$ cat src/rtl/traffic_pkg.sv
// Shared definitions for the two-road phase controller: state codes, lamp codes.
// Also holds the fixed phase ring order and a green-state test used by the FSM.
// Pure declarations; no clocked logic.
package traffic_pkg;

  // Phase / state encoding, also driven out on the phase port
  localparam logic [2:0] NS_GREEN  = 3'd0;
  localparam logic [2:0] NS_YELLOW = 3'd1;
  localparam logic [2:0] CLR_A     = 3'd2;
  localparam logic [2:0] EW_GREEN  = 3'd3;
  localparam logic [2:0] EW_YELLOW = 3'd4;
  localparam logic [2:0] CLR_B     = 3'd5;
  localparam logic [2:0] FLASH     = 3'd6;

  // Lamp codes, bit order {red, yellow, green}
  localparam logic [2:0] RED = 3'b100;
  localparam logic [2:0] YEL = 3'b010;
  localparam logic [2:0] GRN = 3'b001;
  localparam logic [2:0] OFF = 3'b000;

  // Successor in the normal cycling ring; anything unexpected restarts at the clearance phase
  function automatic logic [2:0] next_phase(input logic [2:0] ph);
    logic [2:0] nxt;
    case (ph)
      NS_GREEN:  nxt = NS_YELLOW;
      NS_YELLOW: nxt = CLR_A;
      CLR_A:     nxt = EW_GREEN;
      EW_GREEN:  nxt = EW_YELLOW;
      EW_YELLOW: nxt = CLR_B;
      CLR_B:     nxt = NS_GREEN;
      default:   nxt = CLR_B;
    endcase
    return nxt;
  endfunction

  function automatic logic is_green(input logic [2:0] ph);
    return (ph == NS_GREEN) || (ph == EW_GREEN);
  endfunction

endpackage

$ cat src/rtl/phase_timer.sv
// Seconds-remaining down-counter for the current phase, with a last-second flag.
// Latency: load/decrement visible one clk after the request; last is decoded from the register.
// No backpressure: load takes priority over decrement, both are single-cycle requests.
module phase_timer #(
  parameter int CNT_W = 6,
  parameter logic [CNT_W-1:0] RST_VAL = '0
) (
  input  logic             clk,
  input  logic             rst,
  input  logic             load,
  input  logic [CNT_W-1:0] load_val,
  input  logic             dec,
  output logic [CNT_W-1:0] cnt,
  output logic             last
);

  logic [CNT_W-1:0] cnt_q, cnt_d;

  // Next count: a load overrides a decrement in the same cycle
  always_comb begin
    cnt_d = cnt_q;
    if (load) begin
      cnt_d = load_val;
    end else if (dec) begin
      cnt_d = cnt_q - 1'b1;
    end
  end

  // Count register; reset lands on the clearance duration
  always_ff @(posedge clk or posedge rst) begin
    if (rst) begin
      cnt_q <= RST_VAL;
    end else begin
      cnt_q <= cnt_d;
    end
  end

  assign cnt  = cnt_q;
  assign last = (cnt_q == CNT_W'(1));

endmodule

$ cat src/rtl/traffic_phase_ctrl.sv
// Two-road traffic phase controller: green/yellow/all-red per road, pedestrian shortening, flash fallback.
// Latency: tick or enable change is reflected on all outputs one clk later; outputs decode registers only.
// No backpressure: tick is consumed every cycle it is seen (a coincident disable swallows it).
module traffic_phase_ctrl
  import traffic_pkg::*;
#(
  parameter int GREEN_SEC   = 25,
  parameter int YELLOW_SEC  = 3,
  parameter int ALL_RED_SEC = 2,
  parameter int PED_SEC     = 5,
  parameter int CNT_W       = 6
) (
  input  logic             clk,
  input  logic             rst,
  input  logic             tick,
  input  logic             enable,
  input  logic             ped_req,
  output logic [2:0]       ns_light,
  output logic [2:0]       ew_light,
  output logic [CNT_W-1:0] remaining,
  output logic [2:0]       phase
);

  localparam logic [CNT_W-1:0] GREEN_V   = CNT_W'(GREEN_SEC);
  localparam logic [CNT_W-1:0] YELLOW_V  = CNT_W'(YELLOW_SEC);
  localparam logic [CNT_W-1:0] ALL_RED_V = CNT_W'(ALL_RED_SEC);
  localparam logic [CNT_W-1:0] PED_V     = CNT_W'(PED_SEC);

  logic [2:0]       state_q, state_d;
  logic             ped_pending_q, ped_pending_d;
  logic             flash_on_q, flash_on_d;
  logic             tmr_load, tmr_dec, tmr_last;
  logic [CNT_W-1:0] tmr_val;
  logic             entering_clr;

  // Duration loaded on entry to a phase
  function automatic logic [CNT_W-1:0] dur(input logic [2:0] ph);
    logic [CNT_W-1:0] d;
    case (ph)
      NS_GREEN, EW_GREEN:   d = GREEN_V;
      NS_YELLOW, EW_YELLOW: d = YELLOW_V;
      default:              d = ALL_RED_V;
    endcase
    return d;
  endfunction

  phase_timer #(
    .CNT_W   (CNT_W),
    .RST_VAL (ALL_RED_V)
  ) u_timer (
    .clk      (clk),
    .rst      (rst),
    .load     (tmr_load),
    .load_val (tmr_val),
    .dec      (tmr_dec),
    .cnt      (remaining),
    .last     (tmr_last)
  );

  // State register plus the pedestrian latch and flash blinker
  always_ff @(posedge clk or posedge rst) begin
    if (rst) begin
      state_q       <= CLR_B;
      ped_pending_q <= 1'b0;
      flash_on_q    <= 1'b0;
    end else begin
      state_q       <= state_d;
      ped_pending_q <= ped_pending_d;
      flash_on_q    <= flash_on_d;
    end
  end

  // Next state and timer command; disable beats everything, including a same-cycle tick
  always_comb begin
    state_d  = state_q;
    tmr_load = 1'b0;
    tmr_dec  = 1'b0;
    tmr_val  = '0;
    if (!enable) begin
      state_d  = FLASH;
      tmr_load = 1'b1;
      tmr_val  = '0;
    end else if (state_q == FLASH) begin
      state_d  = CLR_B;
      tmr_load = 1'b1;
      tmr_val  = ALL_RED_V;
    end else if (tick) begin
      if (tmr_last) begin
        state_d  = next_phase(state_q);
        tmr_load = 1'b1;
        tmr_val  = dur(next_phase(state_q));
      end else if (is_green(state_q) && ped_pending_q && (remaining > PED_V)) begin
        tmr_load = 1'b1;
        tmr_val  = PED_V;
      end else begin
        tmr_dec = 1'b1;
      end
    end
  end

  // Pedestrian latch (set beats the clear on clearance entry) and flash toggle
  always_comb begin
    entering_clr = (state_d != state_q) && ((state_d == CLR_A) || (state_d == CLR_B));
    if (state_d == FLASH) begin
      ped_pending_d = 1'b0;
    end else begin
      ped_pending_d = ped_req | (ped_pending_q & ~entering_clr);
    end
    if (state_d != FLASH) begin
      flash_on_d = 1'b0;
    end else if ((state_q == FLASH) && tick) begin
      flash_on_d = ~flash_on_q;
    end else begin
      flash_on_d = flash_on_q;
    end
  end

  // Lamp decode from registered state only
  always_comb begin
    ns_light = OFF;
    ew_light = OFF;
    case (state_q)
      NS_GREEN:     begin ns_light = GRN; ew_light = RED; end
      NS_YELLOW:    begin ns_light = YEL; ew_light = RED; end
      EW_GREEN:     begin ns_light = RED; ew_light = GRN; end
      EW_YELLOW:    begin ns_light = RED; ew_light = YEL; end
      CLR_A, CLR_B: begin ns_light = RED; ew_light = RED; end
      FLASH: begin
        ns_light = flash_on_q ? YEL : OFF;
        ew_light = flash_on_q ? YEL : OFF;
      end
      default: begin ns_light = OFF; ew_light = OFF; end
    endcase
  end

  assign phase = state_q;

endmodule

$ cat config.mk
export PLATFORM = sky130hd
export DESIGN_NAME = traffic_phase_ctrl
export DESIGN_NICKNAME = d
export VERILOG_FILES = /design/src/rtl/traffic_pkg.sv /design/src/rtl/phase_timer.sv /design/src/rtl/traffic_phase_ctrl.sv
export SDC_FILE = /design/constraint.sdc
export NUM_CORES = 1
export LEC_CHECK = 0
export BUFFER_PORTS_ARGS = -buffer_cell sky130_fd_sc_hd__buf_2
export CAP_MARGIN = 20
export CORE_MARGIN = 2
export CORE_UTILIZATION = 35
export CTS_BUF_LIST = sky130_fd_sc_hd__clkbuf_16
export DETAILED_ROUTE_END_ITERATION = 16
export SYNTH_ARGS = -nofsm -noshare
export SYNTH_HDL_FRONTEND = slang
export SYNTH_HIERARCHICAL = 1
export SYNTH_SLANG_ARGS = --single-unit
$ cat constraint.sdc
create_clock -name clk -period 2 [get_ports clk]
set_input_delay 0.6 -clock clk [delete_from_list [all_inputs] [get_ports clk]]
set_output_delay 0.6 -clock clk [all_outputs]
set_load 0.02 [all_outputs]
==> results.md, run 1 <==
| Step | Item | Value |
| --- | --- | --- |
| run status | Result of the run | finished, violations left |
| run status | Violations in the final reports | negative setup slack |
| setup path | Worst reg-to-reg path cell count | 8 |
| clock network | CTS tree | built |
| yosys | Cell Area, Synth | 899.6 um2 |
| setup path | Data arrival time of the worst path | 1.49 ns |
| yosys | Area fraction in and, or, nand and nor cells after synthesis | 27.54% |
| route | Routed metal-1 wirelength | 1054 um |
| yosys | Area fraction in compound gates after synthesis | 19.75% |
| clock network | Clock latency on the worst-skew pair | 0.24 ns |
| clock network | Number of sinks on the clock net | 11 |
| route | Routed wire length | 2516 um |
| die | Number of I/O pins | 20 |
| route | DRC Markers | 0 |
| sta | Worst-case clock skew | 0.0009363 ns |
| route | DRT Pass-1 Iters | 4 |
| job | Number of max-capacitance violations reported | 0 |
| yosys | Number of enable flip-flop cells after synthesis | 0 |
| pwr | Power share of the sequential group | 27.7% |
| yosys | Post-synth cell types | 40 |
| placed design | Routability cong. | 0.8033 |
| yosys | Main synth FF type | sky130_fd_sc_hd__dfrtp_1 |
| placed design | Half-perimeter wire length after placement | 1790 um |
| pwr | Share of power burned in the clock network | 35.3% |
| setup path | Crit-path max FO | 6 |
| setup path | Kind of capture point of the worst setup path | output port |
| yosys | Post-synthesis area per instance | 8.568 um2 |
| pwr | Total power per unit cell area | 733.8 nW/um2 |
| die | Core Area | 2455 um2 |
| pwr | Leakage | 0.0006318 uW |
| pwr | Net Switching | 329.4 uW |
| finish | Post-synthesis to final-layout area growth | 54.52% |
| grt | Number of global-route vias before repair | 851 |
| yosys | Dominant combinational cell family by area after synthesis | simple AND/OR/NAND/NOR gates |
| finish | Cell area after layout | 1390 um2 |
| route | Met2 WL | 1326 um |
| finish | Post-layout nets | 155 |
| grt | Remaining global-route overflow | 0 |
| setup path | Register-to-register setup slack | -0.01 ns |
| die | Y dimension of the die | 54.70 um |
| grt | Wire length of the first global-routing pass | 3857 um |
| setup path | Worst flop-to-flop path endpoint | u_timer/cnt[4] |
| setup path | Required time of the critical path | 1.40 ns |
| yosys | Synthesized net count | 113 |
| clock network | Clock transition time at the flip-flop clock pins of the worst setup and hold paths | 0.04 ns |
| clock network | Maximum clock insertion buffer count | 2 |
| placed design | Placed cell areas | 1160 um2 |
| yosys | Share of the yosys chip area belonging to registers | 31.02% |
| finish | Highest-count cells in the layout ignoring fill and taps | sky130_fd_sc_hd__buf_4 (25), sky130_fd_sc_hd__nand2_1 (16), sky130_fd_sc_hd__buf_2 (16) |
| grt | Antenna violations before repair | 0 |
| clock network | Number of H-tree levels | 1 |
| grt | Global Route Usage Sum | 18.20% |
| die | Total die area | 2992 um2 |
| pwr | Internal Pwr Total | 690.6 uW |
| pwr | Sw Ratio | 32.30% |
| yosys | Share of cell area taken by muxes after synthesis | 1.113% |
| sta | Min cycle time layout | 2.090 ns |
| yosys | Arithmetic-cell share of the synthesized area counting full adders, half adders and majority gates | 5.424% |
| die | Initial core utilization | 36.65% |
| sta | RSZ-0062 raised after global routing | yes |
| sta | Crit share post-route | 104.5% |
| route | WL/cell | 14.30 um |
| sta | Final hold violation count | 0 |
| pwr | Part of the power in combinational logic | 37.0% |
| yosys | Count of mapped cells out of synthesis | 105 |
| sta | Post-route worst setup slack | -0.09008 ns |
| pwr | Total design power | 1020 uW |
| pwr | Worst voltage drop across the vdd grid | 0.4590 mV |
| setup path | Kind of start point of the critical path | flip-flop |
| yosys | Async set or reset register ratio after synthesis | 100.0% |
| yosys | Xor and xnor area share after synthesis | 6.815% |
| setup path | Classification of the worst setup path | flip-flop to output port |
| route | Vias per Instance | 5.233 |
| route | Highest routed metal layer | met4 |
| yosys | Ys Warns | 6 |
| setup path | Launch point of the worst reg-to-reg path | phase[0] |
| finish | Layout cells sized above 1 | 52.74% |
| clock network | Total CTS buffers | 3 |
| route | Number of DRC violations after detailed-routing iteration 0 | 18 |
| sta | Setup violation total in the final timing report | 4 |
| yosys | Flop and latch count out of synthesis | 11 |
| finish | Antenna diode instance count | 0 |
| finish | Most frequent standard cell in the layout excluding fill and tap cells | sky130_fd_sc_hd__buf_4 |
| sta | Fin. max-slew vios | 0 |
| die | Die W | 54.70 um |
| route | Via count | 921 |
| sta | Upper clock frequency limit | 0.4785 GHz |
| die | Std-Cell Rows | 18 |
| route | Routed wl met3 | 94 um |
| route | Antenna-violating nets left | 0 |
| clock network | Clock tree root driver cell | sky130_fd_sc_hd__clkbuf_16 |
| grt | Maximum number of pins on one net before global-route repair | 16 |
| placed design | Number of buffers added on ports | 19 |
| finish | Final core utilization | 56.63% |
| hold path | Path class of the lowest-slack min-delay path | primary input to async pin |
[cell families after synthesis]
family	Yosys count
buf+inv	16
mux	1
other cells	1
compound gates	25
fa+ha+maj	4
xor+xnor	7
simple gates	40
flops	11
[power groups by stage]
stage / clock network [uW] / logic [uW] / registers, uW
after floorplan: 0 / 177 / 317
after global placement: 0 / 317 / 286
after detailed placement: 0 / 321 / 286
after CTS: 366 / 346 / 282
after global routing: 377 / 410 / 287
final: 361 / 377 / 282
[through the flow]
step | setup WS, ns | hold WS [ns] | instances | setup TNS [ns]
finish | -0.09008 | 0.2689 | 176 | -0.1415
floorplan | -0.1184 | 0.3770 | 105 | -0.2011
global route | -0.1371 | 0.2957 | 176 | -0.5632
CTS | -0.06007 | 0.2791 | 174 | -0.1342
global placement | -0.008364 | 0.5340 | 164 | -0.008364
detailed placement | -0.03434 | 0.5285 | 164 | -0.03434
[flip-flops by register name (all words and copies together) (netlist names)]
register       count
phase              3
flash_on_q         1
ped_pending_q      1
u_timer/cnt        6
[worst max path at each step]
stage,slack [ns],end,cells after the start,startpoint
5_1_grt,-0.14,ns_light[1],3,phase[0]
3_3_place_gp,-0.008,u_timer/cnt[5],8,u_timer/cnt[3]
6_report,-0.09,ns_light[1],3,phase[0]
3_5_place_dp,-0.03,u_timer/cnt[5],8,u_timer/cnt[3]
4_1_cts,-0.06,ns_light[1],3,phase[0]
2_1_floorplan,-0.12,u_timer/cnt[5],8,u_timer/cnt[1]
[area by class of cell]
cell class / count / area, um2
clock buffer: 3 / 75.07
clock inverter: 1 / 3.754
fill: 205 / 1065
inverter: 8 / 33.78
multi-input combinational: 78 / 645.6
sequential: 11 / 281.5
tap: 30 / 37.54
timing repair buffer: 45 / 312.8
[critical path: stages (launching register included)]
cell and delay [ns]:
sky130_fd_sc_hd__dfstp_2 0.58, sky130_fd_sc_hd__or3b_4 0.41, sky130_fd_sc_hd__o21ai_2 0.13, sky130_fd_sc_hd__buf_6 0.13
[synth_stat cells, types with 2 or more instances]
cell | count | area [um2]
sky130_fd_sc_hd__a21boi_0 | 3 | 22.52
sky130_fd_sc_hd__a21oi_1 | 3 | 15.01
sky130_fd_sc_hd__buf_2 | 2 | 10.01
sky130_fd_sc_hd__buf_4 | 2 | 15.01
sky130_fd_sc_hd__clkbuf_1 | 3 | 11.26
sky130_fd_sc_hd__dfrtp_1 | 8 | 200.2
sky130_fd_sc_hd__dfstp_2 | 3 | 78.83
sky130_fd_sc_hd__ha_1 | 3 | 37.54
sky130_fd_sc_hd__inv_1 | 8 | 30.03
sky130_fd_sc_hd__nand2_1 | 17 | 63.81
sky130_fd_sc_hd__nand3_1 | 3 | 15.01
sky130_fd_sc_hd__nand4b_1 | 2 | 17.52
sky130_fd_sc_hd__nor2_1 | 4 | 15.01
sky130_fd_sc_hd__nor3b_1 | 2 | 15.01
sky130_fd_sc_hd__nor4_1 | 3 | 18.77
sky130_fd_sc_hd__o211ai_1 | 2 | 15.01
sky130_fd_sc_hd__o21ai_0 | 8 | 40.04
sky130_fd_sc_hd__o21ai_1 | 2 | 10.01
sky130_fd_sc_hd__xnor2_1 | 5 | 43.79
sky130_fd_sc_hd__xor2_1 | 2 | 17.52
[layer usage]
metal  GRT usage (%)  up-vias
met5               0        -
met4           7.083        0
met3           3.005        8
met2           32.14       27
met1           21.68      432
li1                -      454
[what timing repair did]
action                                  4_1_cts  5_1_grt
resized for setup                            11       16
buffers inserted                              6        3
endpoints found under the setup margin        6       12
pin swaps                                     4        5
gates cloned                                  0        0
hold buffers                                  0        0
(Power assumes the default switching activity.)
==> run 2: changes to the inputs <==
--- a/config.mk
+++ b/config.mk
@@ -11,6 +11,8 @@
 export CORE_UTILIZATION = 35
 export CTS_BUF_LIST = sky130_fd_sc_hd__clkbuf_16
 export DETAILED_ROUTE_END_ITERATION = 16
+export MAX_ROUTING_LAYER = met4
+export REMOVE_ABC_BUFFERS = 1
 export SYNTH_ARGS = -nofsm -noshare
 export SYNTH_HDL_FRONTEND = slang
 export SYNTH_HIERARCHICAL = 1
==> run 2 against run 1 <==
The flow still finishes with violations (negative setup slack); first-iteration DRC count grew 22%; register-to-register slack lost 0.04 ns; clock skew grew 0.0030 ns; power grew 2.8%; worst hold slack lost 0.010 ns; core utilization grew 1.9 points; wire length grew 6.1%; flip-flop and latch count is the same; clock power is essentially flat; die area is the same; critical path depth grew 4; largest cell class unchanged.
==> results.md, run 2 (synthesized netlist as in run 1, its figures left out) <==
| Step | Item | Value | Delta |
| --- | --- | --- | --- |
| sta | Setup violation total in the final timing report | 4 | unchanged |
| clock network | Number of sinks on the clock net | 11 | unchanged |
| setup path | Classification of the worst setup path | flip-flop to output port | unchanged |
| clock network | Clock tree root driver cell | sky130_fd_sc_hd__clkbuf_16 | unchanged |
| setup path | Required time of the critical path | 1.40 ns | about the same |
| pwr | Worst voltage drop across the vdd grid | 0.4279 mV | was 0.4590 mV |
| route | Number of DRC violations after detailed-routing iteration 0 | 22 | was 18 |
| sta | Crit share post-route | 107.7% | was 104.5% |
| finish | Layout cells sized above 1 | 50.65% | was 52.74% |
| route | WL/cell | 14.51 um | was 14.30 um |
| sta | Worst-case clock skew | 0.003940 ns | was 0.0009363 ns |
| setup path | Data arrival time of the worst path | 1.55 ns | was 1.49 ns |
| route | Routed wire length | 2670 um | was 2516 um |
| grt | Number of global-route vias before repair | 904 | was 851 |
| finish | Most frequent standard cell in the layout excluding fill and tap cells | sky130_fd_sc_hd__buf_4 | unchanged |
| die | Initial core utilization | 36.65% | unchanged |
| pwr | Power share of the sequential group | 26.6% | was 27.7% |
| setup path | Crit-path max FO | 3 | was 6 |
| sta | Fin. max-slew vios | 0 | unchanged |
| die | Core Area | 2455 um2 | unchanged |
| job | Number of max-capacitance violations reported | 0 | unchanged |
| clock network | Clock latency on the worst-skew pair | 0.24 ns | about the same |
| clock network | Total CTS buffers | 3 | unchanged |
| die | Die W | 54.70 um | unchanged |
| placed design | Routability cong. | 0.7804 | was 0.8033 |
| route | Antenna-violating nets left | 0 | unchanged |
| run status | Result of the run | finished, violations left | unchanged |
| placed design | Half-perimeter wire length after placement | 1857 um | was 1790 um |
| hold path | Path class of the lowest-slack min-delay path | primary input to async pin | unchanged |
| die | Y dimension of the die | 54.70 um | unchanged |
| grt | Remaining global-route overflow | 0 | unchanged |
| placed design | Number of buffers added on ports | 19 | unchanged |
| grt | Wire length of the first global-routing pass | 4084 um | was 3857 um |
| die | Std-Cell Rows | 18 | unchanged |
| pwr | Total power per unit cell area | 729.8 nW/um2 | was 733.8 nW/um2 |
| pwr | Internal Pwr Total | 717.1 uW | was 690.6 uW |
| setup path | Kind of capture point of the worst setup path | output port | unchanged |
| finish | Final core utilization | 58.51% | was 56.63% |
| sta | Post-route worst setup slack | -0.1532 ns | was -0.09008 ns |
| route | DRC Markers | 0 | unchanged |
| die | Total die area | 2992 um2 | unchanged |
| route | Vias per Instance | 5.092 | was 5.233 |
| finish | Antenna diode instance count | 0 | unchanged |
| clock network | Clock transition time at the flip-flop clock pins of the worst setup and hold paths | 0.04 ns | about the same |
| route | DRT Pass-1 Iters | 4 | unchanged |
| finish | Post-layout nets | 163 | was 155 |
| sta | Upper clock frequency limit | 0.4644 GHz | was 0.4785 GHz |
| setup path | Kind of start point of the critical path | flip-flop | unchanged |
| clock network | Hold-fix buffer count after cts | 0 | unchanged |
| pwr | Part of the power in combinational logic | 39.0% | was 37.0% |
| finish | Post-synthesis to final-layout area growth | 59.67% | was 54.52% |
| clock network | CTS tree | built | unchanged |
| finish | Number of fill cells in the layout | 228 | was 205 |
| grt | Global Route Usage Sum | 19.96% | was 18.20% |
| grt | Maximum number of pins on one net before global-route repair | 12 | was 16 |
| run status | Violations in the final reports | negative setup slack | unchanged |
| sta | Final hold violation count | 0 | unchanged |
| sta | Post-route setup TNS | -0.2804 ns | was -0.1415 ns |
| clock network | Number of H-tree levels | 1 | unchanged |
| route | Via count | 937 | was 921 |
| clock network | Maximum clock insertion buffer count | 2 | unchanged |
| pwr | Leakage | 0.0006685 uW | was 0.0006318 uW |
| sta | Hold slack | 0.2587 ns | was 0.2689 ns |
| pwr | Share of power burned in the clock network | 34.4% | was 35.3% |
| die | Number of I/O pins | 20 | unchanged |
| sta | RSZ-0062 raised after global routing | yes | unchanged |
| grt | Antenna violations before repair | 0 | unchanged |
| sta | Min cycle time layout | 2.153 ns | was 2.090 ns |
| pwr | Sw Ratio | 31.59% | was 32.30% |
| pwr | Net Switching | 331.1 uW | was 329.4 uW |
| finish | Number of flip-flops in the largest register | 6 | unchanged |
| finish | Highest-count cells in the layout ignoring fill and taps | sky130_fd_sc_hd__buf_4 (31), sky130_fd_sc_hd__buf_2 (16), sky130_fd_sc_hd__nand2_1 (15) | was sky130_fd_sc_hd__buf_4 (25), sky130_fd_sc_hd__nand2_1 (16), sky130_fd_sc_hd__buf_2 (16) |
[run 2: changes by cell type in the layout (fill, tap and decap cells not counted), sizes merged]
cell and delta:
clkinv +1, clkinvlp -1, buf +8
[run 2: critical path, stage by stage, from the launching register on]
cell	delay (ns)
sky130_fd_sc_hd__dfstp_2	0.55
sky130_fd_sc_hd__buf_6	0.10
sky130_fd_sc_hd__buf_6	0.08
sky130_fd_sc_hd__and3b_2	0.19
sky130_fd_sc_hd__buf_6	0.10
sky130_fd_sc_hd__nand2_1	0.04
sky130_fd_sc_hd__o21ai_1	0.08
sky130_fd_sc_hd__buf_4	0.16
[run 2: area by class of cell]
type / count / area (um2) / area share (%)
multi-input cells: 78 / 610.6 / 42.51
repair buffers: 53 / 397.9 / 27.70
flip-flops and latches: 11 / 280.3 / 19.51
clock buffers: 3 / 75.07 / 5.226
well taps: 30 / 37.54 / 2.613
inverters: 8 / 30.03 / 2.091
clock inverters: 1 / 5.005 / 0.3484
[run 2: what timing repair did]
item                       4_1_cts  5_1_grt
pin swaps                        6        4
gates resized for setup         14       11
hold endpoints to repair         0        0
setup endpoints to repair        7       10
setup buffers                    8        5
[run 2: power groups by stage]
stage | clock [uW] | combinational [uW] | sequential (uW)
4_1_cts | 369 | 380 | 278
6_report | 361 | 409 | 279
2_1_floorplan | 0 | 146 | 323
3_3_place_gp | 0 | 325 | 281
3_5_place_dp | 0 | 333 | 282
5_1_grt | 383 | 443 | 282
[run 2: worst paths after layout]
check	from	end	slack, ns	depth (start not counted)
worst min register to register	ped_pending_q	ped_pending_q	0.57	2
min in group clk	ped_pending_q	ped_pending_q	0.57	2
worst max register to register	phase[2]	u_timer/cnt[5]	-0.05	9
worst max-delay path	phase[2]	ns_light[1]	-0.15	7
max in group asynchronous	rst	u_timer/cnt[1]	1.46	2
worst min-delay path	rst	ped_pending_q	0.26	2
[run 2: metal layers]
layer / wire, um / track usage (%)
met5: 0 / -
met4: 0 / 6.667
met3: 120 / 2.459
met2: 1451 / 35.71
met1: 1097 / 22.74
[run 2: per-stage QoR]
stage                     worst slack [ns]  total power, uW  std cells  cell area [um2]
after floorplan                    -0.9418            468.8         97            858.3
after global routing               -0.2200             1108        184             1436
after global placement            -0.03936            606.3        169             1164
after CTS                          -0.1902             1027        180             1360
final                              -0.1532             1048        184             1436
after detailed placement          -0.09364            615.3        169             1164
==> run 3: changes to the inputs <==
--- a/config.mk
+++ b/config.mk
@@ -15,5 +15,4 @@
 export REMOVE_ABC_BUFFERS = 1
 export SYNTH_ARGS = -nofsm -noshare
 export SYNTH_HDL_FRONTEND = slang
-export SYNTH_HIERARCHICAL = 1
 export SYNTH_SLANG_ARGS = --single-unit
==> constraint.sdc (replaced) <==
create_clock -name clk -period 2 [get_ports clk]
set_input_delay 0 -clock clk [delete_from_list [all_inputs] [get_ports clk]]
set_output_delay 0 -clock clk [all_outputs]
set_load 0.02 [all_outputs]
==> run 3 against run 2 <==
The run now ends clean; critical endpoint is now u_timer.cnt[3]; highest routed layer is now met4; via count is 8.1% lower; die area is 1.7% lower; largest power group unchanged; combinational power down 2%; cell area down 20%.
==> results.md, run 3 <==
| Step | Item | Value | Delta |
| --- | --- | --- | --- |
| grt | Remaining global-route overflow | 0 | unchanged |
| yosys | Portion of synthesized cell area occupied by the leading cell type | 22.66% | was 22.25% |
| clock network | Total CTS buffers | 3 | unchanged |
| setup path | Worst-path cell with the longest stage delay | sky130_fd_sc_hd__dfstp_2 | unchanged |
| route | Antenna-violating nets left | 0 | unchanged |
| setup path | Cell type group with the largest total delay on the critical path | simple AND/OR/NAND/NOR gates | was flip-flops |
| job | Number of max-capacitance violations reported | 0 | unchanged |
| placed design | Number of buffers added on ports | 19 | unchanged |
| sta | Fin. max-slew vios | 0 | unchanged |
| hold path | Path class of the lowest-slack min-delay path | primary input to flip-flop | was primary input to async pin |
| setup path | Worst reg-to-reg path cell count | 6 | was 9 |
| run status | Result of the run | complete, no violations | was finished, violations left |
| route | DRC Markers | 0 | unchanged |
| finish | Cell area after layout | 1149 um2 | was 1436 um2 |
| yosys | Ys Warns | 0 | was 6 |
| setup path | Kind of start point of the critical path | flip-flop | unchanged |
| route | Vias per Instance | 5.664 | was 5.092 |
| sta | Setup violation total in the final timing report | 0 | was 4 |
| pwr | Total power per unit cell area | 943.1 nW/um2 | was 729.8 nW/um2 |
| setup path | Buffers plus inverters on the worst setup path | 1 | was 4 |
| setup path | Launch point of the worst reg-to-reg path | u_timer.cnt[1] | was phase[2] |
| setup path | Register-to-register setup slack | 0.09 ns | was -0.05 ns |
| die | Core Area | 2432 um2 | was 2455 um2 |
| setup path | Launching element of the worst setup path | u_timer.cnt[1] | was phase[2] |
| yosys | Cell Area, Synth | 883.3 um2 | was 899.6 um2 |
| yosys | Post-synthesis area per instance | 9.014 um2 | was 8.568 um2 |
| die | Total die area | 2941 um2 | was 2992 um2 |
| route | Via count | 861 | was 937 |
| grt | Maximum number of pins on one net before global-route repair | 15 | was 12 |
| finish | Post-layout nets | 130 | was 163 |
| finish | Most frequent standard cell in the layout excluding fill and tap cells | sky130_fd_sc_hd__buf_2 | was sky130_fd_sc_hd__buf_4 |
| sta | RSZ-0062 raised after global routing | no | was yes |
| route | Routed wire length | 2297 um | was 2670 um |
| route | WL/cell | 15.11 um | was 14.51 um |
| clock network | Number of sinks on the clock net | 11 | unchanged |
| sta | Worst-case clock skew | 0.005191 ns | was 0.003940 ns |
| placed design | Half-perimeter wire length after placement | 1702 um | was 1857 um |
| finish | Antenna diode instance count | 0 | unchanged |
| clock network | Clock transition time at the flip-flop clock pins of the worst setup and hold paths | 0.05 ns | was 0.04 ns |
| grt | Antenna violations before repair | 0 | unchanged |
| clock network | Clock latency on the worst-skew pair | 0.24 ns | about the same |
| hold path | End point of the worst hold path | flash_on_q |  |
| sta | Crit share post-route | 95.64% | was 107.7% |
| finish | Post-synthesis to final-layout area growth | 30.03% | was 59.67% |
| sta | Upper clock frequency limit | 0.5228 GHz | was 0.4644 GHz |
| clock network | Number of H-tree levels | 1 | unchanged |
| setup path | Kind of capture point of the worst setup path | flip-flop | was output port |
| setup path | Classification of the worst setup path | flip-flop to flip-flop | was flip-flop to output port |
| setup path | Worst flop-to-flop path endpoint | u_timer.cnt[3] | was u_timer/cnt[5] |
| die | Number of I/O pins | 20 | unchanged |
| finish | Highest-count cells in the layout ignoring fill and taps | sky130_fd_sc_hd__buf_2 (19), sky130_fd_sc_hd__nand2_1 (9), sky130_fd_sc_hd__inv_1 (8), sky130_fd_sc_hd__dfrtp_1 (8), sky130_fd_sc_hd__buf_4 (6) | was sky130_fd_sc_hd__buf_4 (31), sky130_fd_sc_hd__buf_2 (16), sky130_fd_sc_hd__nand2_1 (15) |
| route | Number of DRC violations after detailed-routing iteration 0 | 19 | was 22 |
| setup path | Ordered cell list for the critical path | inv_2, ha_2, or3b_4, a211oi_4, or4b_4, o311ai_1 | was buf_6, buf_6, and3b_2, buf_6, nand2_1, o21ai_1, buf_4 |
| yosys | Async set or reset register ratio after synthesis | 100.0% | unchanged |
| sta | Final hold violation count | 0 | unchanged |
| die | Die W | 54.24 um | was 54.70 um |
| yosys | Most numerous cell in the Yosys netlist | sky130_fd_sc_hd__nand2_1 | unchanged |
| setup path | Crit-path max FO | 4 | was 3 |
| finish | Layout cells sized above 1 | 38.52% | was 50.65% |
| clock network | Clock tree root driver cell | sky130_fd_sc_hd__clkbuf_16 | unchanged |
| sta | Max-slew headroom at the worst pin | 69.63% |  |
| placed design | Routability cong. | 0.9010 | was 0.7804 |
| die | Initial core utilization | 36.32% | was 36.65% |
| yosys | Post-synth cell types | 47 | was 40 |
| yosys | Commonest cells in the synthesized netlist | sky130_fd_sc_hd__nand2_1 (9), sky130_fd_sc_hd__dfrtp_1 (8), sky130_fd_sc_hd__inv_1 (8), sky130_fd_sc_hd__nor2_1 (5), sky130_fd_sc_hd__xor2_1 (4) | was sky130_fd_sc_hd__nand2_1 (17), sky130_fd_sc_hd__dfrtp_1 (8), sky130_fd_sc_hd__inv_1 (8), sky130_fd_sc_hd__o21ai_0 (8), sky130_fd_sc_hd__xnor2_1 (5) |
| yosys | Count of mapped cells out of synthesis | 98 | was 105 |
| yosys | Share of the yosys chip area belonging to registers | 31.59% | was 31.02% |
| setup path | Max stage delay on crit path | 0.55 ns | about the same |
| setup path | Required time of the critical path | 2.11 ns | was 1.40 ns |
| die | Std-Cell Rows | 18 | unchanged |
| pwr | Worst voltage drop across the vdd grid | 0.5049 mV | was 0.4279 mV |
| hold path | Hold Path Cell Cnt | 2 |  |
| yosys | Number of enable flip-flop cells after synthesis | 0 | unchanged |
| yosys | Main synth FF type | sky130_fd_sc_hd__dfrtp_1 | unchanged |
| die | Y dimension of the die | 54.24 um | was 54.70 um |
| placed design | Placed cell areas | 1020 um2 | was 1164 um2 |
| yosys | Top post-synthesis cells by area | sky130_fd_sc_hd__dfrtp_1 (23%), sky130_fd_sc_hd__dfstp_2 (8.9%), sky130_fd_sc_hd__xor2_1 (4.0%), sky130_fd_sc_hd__nand2_1 (3.8%), sky130_fd_sc_hd__inv_1 (3.4%) | was sky130_fd_sc_hd__dfrtp_1 (22%), sky130_fd_sc_hd__dfstp_2 (8.8%), sky130_fd_sc_hd__nand2_1 (7.1%), sky130_fd_sc_hd__xnor2_1 (4.9%), sky130_fd_sc_hd__o21ai_0 (4.5%) |
| grt | Wire length of the first global-routing pass | 3650 um | was 4084 um |
| sta | Actual slew at the worst max-slew pin | 0.4520 ns |  |
| clock network | CTS tree | built | unchanged |
| setup path | Data arrival time of the worst path | 2.02 ns | was 1.55 ns |
| finish | Number of flip-flops in the largest register | 6 | unchanged |
| pwr | Leakage | 0.0005112 uW | was 0.0006685 uW |
| sta | Hold slack | 0.01368 ns | was 0.2587 ns |
| sta | Min cycle time layout | 1.913 ns | was 2.153 ns |
| yosys | Leading area contributor after synthesis | sky130_fd_sc_hd__dfrtp_1 | unchanged |
| route | DRT Pass-1 Iters | 4 | unchanged |
| clock network | Post-CTS Repair Setup Buffers | 0 | was 8 |
| grt | Global Route Usage Sum | 18.34% | was 19.96% |
| grt | Number of global-route vias before repair | 768 | was 904 |
| yosys | Flop and latch count out of synthesis | 11 | unchanged |
| hold path | Min-Delay Startpoint | enable |  |
| clock network | Maximum clock insertion buffer count | 2 | unchanged |
==> run 3: routing by layer <==
metal	global-route usage (%)	up-vias	share of wire, %
met2	25.10	34	46
li1	-	412	-
met3	3.005	7	5.6
met1	25.26	408	46
met5	-	-	0
met4	10.83	0	2.7
==> run 3: timing repair <==
item,in CTS,in global routing
endpoints found under the setup margin,1,4
gates resized for setup,0,9
hold endpoints to repair,8,0
pin swaps,1,5
hold buffers,1,0
==> run 3: logic make-up (layout without fill, tap and decap cells) <==
group                    Yosys count  in the layout  synth area share, %
AND/OR/NAND/NOR                   36             36                24.65
AO/OA/AOI/OAI                     28             28                25.78
buffers and inverters             14             38                8.074
flip-flops                        11             11                31.59
XOR/XNOR                           6              6                5.949
adder cells (fa/ha/maj)            3              3                3.966
==> run 3: stage by stage <==
step | worst slack [ns] | total power (uW) | setup TNS (ns) | instances | util, %
6_report | 0.08716 | 1083 | 0 | 152 | 47.22
5_1_grt | 0.01583 | 1145 | 0 | 152 | 47.22
4_1_cts | 0.01750 | 1066 | 0 | 152 | 45.58
3_5_place_dp | -0.02700 | 689.5 | -0.02700 | 147 | 41.92
3_3_place_gp | 0.04692 | 688.8 | 0 | 147 | 41.92
2_1_floorplan | 0.01757 | 559.2 | 0 | 92 | -
==> run 3: how the worst max path moves through the flow <==
stage / endpoint / slack [ns] / depth (start not counted)
floorplan: u_timer.cnt[0] / 0.02 / 6
global placement: u_timer.cnt[0] / 0.05 / 6
detailed placement: u_timer.cnt[0] / -0.03 / 6
CTS: u_timer.cnt[0] / 0.02 / 6
global route: u_timer.cnt[0] / 0.02 / 6
finish: u_timer.cnt[3] / 0.09 / 6
==> run 3: area by class of cell <==
cell class / instances / area, um2
clock inverters: 1 / 3.754
repair buffers: 26 / 150.1
fillers: 235 / 1284
clock buffers: 3 / 75.07
flip-flops and latches: 11 / 279.0
multi-input cells: 73 / 573.1
well taps: 30 / 37.54
inverters: 8 / 30.03
==> run 3: power by group <==
| group | leakage, uW | total [uW] | internal, uW | switching (uW) |
|---|---|---|---|---|
| combinational | 0.000333 | 402 | 170 | 232 |
| clock | 0.0000423 | 369 | 263 | 106 |
| sequential | 0.000136 | 312 | 262 | 50.4 |
==> run 3: worst register-to-register path, stage by stage, from the launching register on <==
cell and delay (ns):
sky130_fd_sc_hd__dfstp_2 0.55, sky130_fd_sc_hd__inv_2 0.05, sky130_fd_sc_hd__ha_2 0.18, sky130_fd_sc_hd__or3b_4 0.39
sky130_fd_sc_hd__a211oi_4 0.33, sky130_fd_sc_hd__or4b_4 0.19, sky130_fd_sc_hd__o311ai_1 0.09
